**src/rtl/sregn_rr_arbiter.sv**
```systemverilog
// Round-robin arbiter feeding one shared valid/ready output register.
// Sustains one transfer per cycle via a same-cycle drain-and-reload path.
//
//   state | meaning
//   ------+---------------------------------------------
//   EMPTY | o0 holds no unconsumed data (o_valid = 0)
//   FULL  | o0 holds data awaiting the consumer (o_valid = 1)
module sregn_rr_arbiter #(
  parameter int width = 32,
  parameter int n     = 4,
  parameter int srcw  = 2
) (
  input  logic               clk,
  input  logic               reset,
  input  logic               enable,
  input  logic [n-1:0]       req,
  input  logic [n*width-1:0] i0,
  output logic [n-1:0]       gnt,
  output logic               o_valid,
  input  logic               o_ready,
  output logic [width-1:0]   o0,
  output logic [srcw-1:0]    o_src
);

  typedef enum logic {EMPTY, FULL} state_t;

  state_t            state, state_nxt;
  logic [srcw-1:0]   ptr;
  logic [srcw-1:0]   win;
  logic [srcw-1:0]   ptr_nxt;
  logic [srcw:0]     cand;
  logic              found;
  logic              drain;
  logic              space;
  logic              load;

  assign o_valid = (state == FULL);

  // Cyclic search from ptr; cand carries one extra bit so the wrap compare is exact.
  always_comb begin
    win   = '0;
    found = 1'b0;
    cand  = '0;
    for (int i = 0; i < n; i++) begin
      cand = {1'b0, ptr} + (srcw+1)'(i);
      if (cand >= (srcw+1)'(n)) cand = cand - (srcw+1)'(n);
      if (!found && req[cand[srcw-1:0]]) begin
        found = 1'b1;
        win   = cand[srcw-1:0];
      end
    end
  end

  always_comb begin
    drain     = enable & o_valid & o_ready;
    space     = ~o_valid | o_ready;
    load      = ~reset & enable & space & found;
    gnt       = '0;
    if (load) gnt[win] = 1'b1;
    ptr_nxt   = (win == srcw'(n-1)) ? '0 : win + 1'b1;
    state_nxt = state;
    case (state)
      EMPTY: if (load) state_nxt = FULL;
      FULL:  if (drain && !load) state_nxt = EMPTY;
      default: state_nxt = EMPTY;
    endcase
  end

  always_ff @(posedge clk) begin
    if (reset) begin
      state <= EMPTY;
      ptr   <= '0;
      o0    <= '0;
      o_src <= '0;
    end else begin
      state <= state_nxt;
      if (load) begin
        o0    <= i0[win*width +: width];
        o_src <= win;
        ptr   <= ptr_nxt;
      end
    end
  end

endmodule

```
**config.mk**
```make
export PLATFORM = sky130hd
export DESIGN_NAME = sregn_rr_arbiter
export DESIGN_NICKNAME = d
export VERILOG_FILES = /design/src/rtl/sregn_rr_arbiter.sv
export SDC_FILE = /design/constraint.sdc
export NUM_CORES = 1
export LEC_CHECK = 0
export ABC_CLOCK_PERIOD_IN_PS = 2700
export BUFFER_PORTS_ARGS = -buffer_cell sky130_fd_sc_hd__buf_2
export CORE_MARGIN = 5
export CORE_UTILIZATION = 43
export CTS_BUF_LIST = sky130_fd_sc_hd__clkbuf_4
export CTS_CLUSTER_SIZE = 20
export DETAILED_ROUTE_END_ITERATION = 10
export GPL_TIMING_DRIVEN = 0
export PLACE_DENSITY = 0.83
export REMOVE_ABC_BUFFERS = 1
export SLEW_MARGIN = 20
export SYNTH_ARGS = -nofsm -noshare
export SYNTH_HDL_FRONTEND = slang
export SYNTH_SLANG_ARGS = --single-unit
```
**constraint.sdc**
```tcl
create_clock -name clk -period 2.7 [get_ports clk]
set_input_delay 0.54 -clock clk [delete_from_list [all_inputs] [get_ports clk]]
set_output_delay 0.54 -clock clk [all_outputs]
set_load 0.01 [all_outputs]
```
==> flow_summary.toml <==
[critical_path]
crit_type = "primary input to primary output"
cp_top_family = "simple AND/OR/NAND/NOR gates"
critical_path_buf_inv_count = 2
end_kind = "primary output"
cp_data_required_time_ps = 2160
critPathArrivalTime_ps = 2040
critPathLaunchType = "primary input"
regToRegStartpoint = "ptr[1]$_SDFFE_PP0P_"
r2r_cells = 7
critPathSlowestCell = "nor2_1"
worst-r2r-setup-slack_ps = 630
cp_cell_sequence = "buf_2 -> nor2b_1 -> a311oi_4 -> nor2_1 -> nand2_8 -> nor2_1 -> buf_2"
critPathMaxFanout = 34
critPathMaxStageDelay_ps = 390
r2r-end = "o0[23]$_SDFFE_PP0P_"

[floorplan]
die_h_um = 86.2
io_pins = 175
start_util_pct = 44.8
rows = 27
die_w_um = 86.2
die_area_mm2 = 0.00743
core_region_area_mm2 = 0.00557

[timing]
slew_headroom_pct = 54.2
finalHoldViolCount = 0
setup_viol = 0
final.setup.tns_ps = 0
final.setup.worst_slack_ps = 121
max_freq_mhz = 388
whs_ps = 462
fin_crit_sh_pct = 95.5
finalMaxSlewViolations = 0
fin_crit_ps = 2580
tightest_slew_ps = 684
clock_skew_ps = 4.74

[yosys]
ys_ff_latch = 37
syn_inst = 225
synthArstFlopShare_pct = 0
yosys_warnings = 0
synthDistinctLibCells = 31
syn_area_mm2 = 0.00250
synthFlopType = "dfxtp_1"
ys_seq_area_share_pct = 29.7
synth_edf_count = 0
syn_area_per_cell_um2 = 11.1

[detailed_routing]
drcViolationCount = 0
via_per_inst = 5.13
wl_per_cell_um = 15.0
final_antenna_net_count = 0
dr.first_iter.drc_count = 69
wirelength_um = 7020
dr.pass1.iters = 4
via_count = 2399

[run]
max_cap_violations = 0

[placed_design]
place_hpwl_um = 5770
globalplace.congestion = 0.760
dp_cells = 459
place_ws_ps = -136
io_buffers = 174

[final_layout]
multiInputGateArea_mm2 = 0.00163
register_area_um2 = 742
antenna_cells = 0
layout_commonest_cell = "buf_2"
fillers = 467
fin_cells = 468
final_nets = 532
area_growth_pct = 41.6
drive_gt1_share_pct = 60.4
final_cell_mix = "buf_2, mux2i_1, dfxtp_1"

[hold_path]
hp-class = "primary input to flop"
holdPathStages = 3
whs_endpoint = "o0[4]$_SDFFE_PP0P_"
worstHoldStart = "i0[100]"

[cts]
clk_pin_slew_ps = 110
cts_buffers = 5
cts_buffer_depth = 2
numClockSinks = 37
cts_hold_buffers = 0
htreeDepth = 2
root_buffer = "clkbuf_4"
clkLatencyLatePin_ps = 330
cts_tree = "built"

[global_routing]
grt_pass1_wl_um = 11300
antenna_found_initial = 0
grt_max_degree = 35
grtUsageTotal_pct = 18.6
grt_pass1_vias = 2563
grt.overflow.total = 0

[power]
powerDensity_mw_per_mm2 = 425
p_leak_nw = 1.92
vdd_drop_max_mv = 0.229
power_w = 0.00150

[outcome]
status = "complete, no violations"
-- power breakdown --
group | switching [W] | total (W) | internal, W
Sequential | 0.0000359 | 0.000637 | 0.000601
Combinational | 0.000275 | 0.000598 | 0.000322
Clock | 0.000174 | 0.000268 | 0.0000943
-- cells by family after synthesis --
family	share of synthesized area [%]
AOI/OAI and AO/OA	31.4
muxes	26.1
DFF	29.7
and+or+nand+nor	5.31
buffers and inverters	7.11
adders and majority gates	0.501
-- Yosys cell counts (2+ instances only) --
master	number	area [µm²]
o21ai_1	15	75.1
a21oi_1	7	35.0
buf_4	5	37.5
mux2i_1	65	651
or3_1	2	12.5
nand2_1	9	33.8
buf_12	2	40.0
buf_2	2	10.0
nand2b_1	2	12.5
buf_6	7	78.8
a2bb2oi_1	5	43.8
inv_1	2	7.51
nor2b_1	2	12.5
dfxtp_1	37	741
nor2_1	5	18.8
o21ai_2	17	149
a2bb2oi_2	27	405
-- metal layers --
layer,track usage [%],vias up,routed length (µm),share of wire [%]
met5,0,-,0,0
met4,5.67,0,88,1.3
met3,5.89,8,751,11
met2,35.4,109,3720,53
met1,19.4,1080,2460,35
li1,-,1202,-,-
-- what timing repair did --
action	CTS	global route
pin swaps	1	0
gates resized for setup	1	5
setup buffers	1	0
setup endpoints to repair	2	3
-- state kept, by name, summed over array words and instances, names as in the netlist --
signal,cells
ptr,2
o_src,2
o0,32
o_valid,1
-- cell type report --
| cell class | instances | area share, % |
|---|---|---|
| multi-input cells | 169 | 46.1 |
| well taps | 72 | 2.55 |
| clock inverters | 3 | 0.354 |
| repair buffers | 180 | 28.7 |
| flip-flops and latches | 37 | 21.0 |
| inverters | 2 | 0.212 |
| clock buffers | 5 | 1.06 |
-- per-stage QoR --
stage                     util, %  area (µm²)
after global routing         63.4        3540
after global placement       59.0        3290
final                        63.4        3540
after floorplan                 -        2330
after CTS                    62.9        3500
after detailed placement     61.8        3440
-- worst max-delay path by stage --
stage | startpoint | endpoint | slack [ps] | depth (start not counted)
2_1_floorplan | req[1] | gnt[3] | -1710 | 5
6_report | req[2] | gnt[2] | 120 | 7
5_1_grt | ptr[0]$_SDFFE_PP0P_ | gnt[2] | -10 | 6
3_5_place_dp | req[2] | gnt[2] | -140 | 6
3_3_place_gp | req[1] | gnt[3] | -2440 | 7
4_1_cts | ptr[1]$_SDFFE_PP0P_ | gnt[2] | -2 | 6
-- tightest hold or removal path, delay by kind of cell --
family | cells | cell delay, ps
AO/OA/AOI/OAI | 1 | 100
buffers and inverters | 1 | 70
multiplexers | 1 | 50
Power figures use the tool's default switching activity.
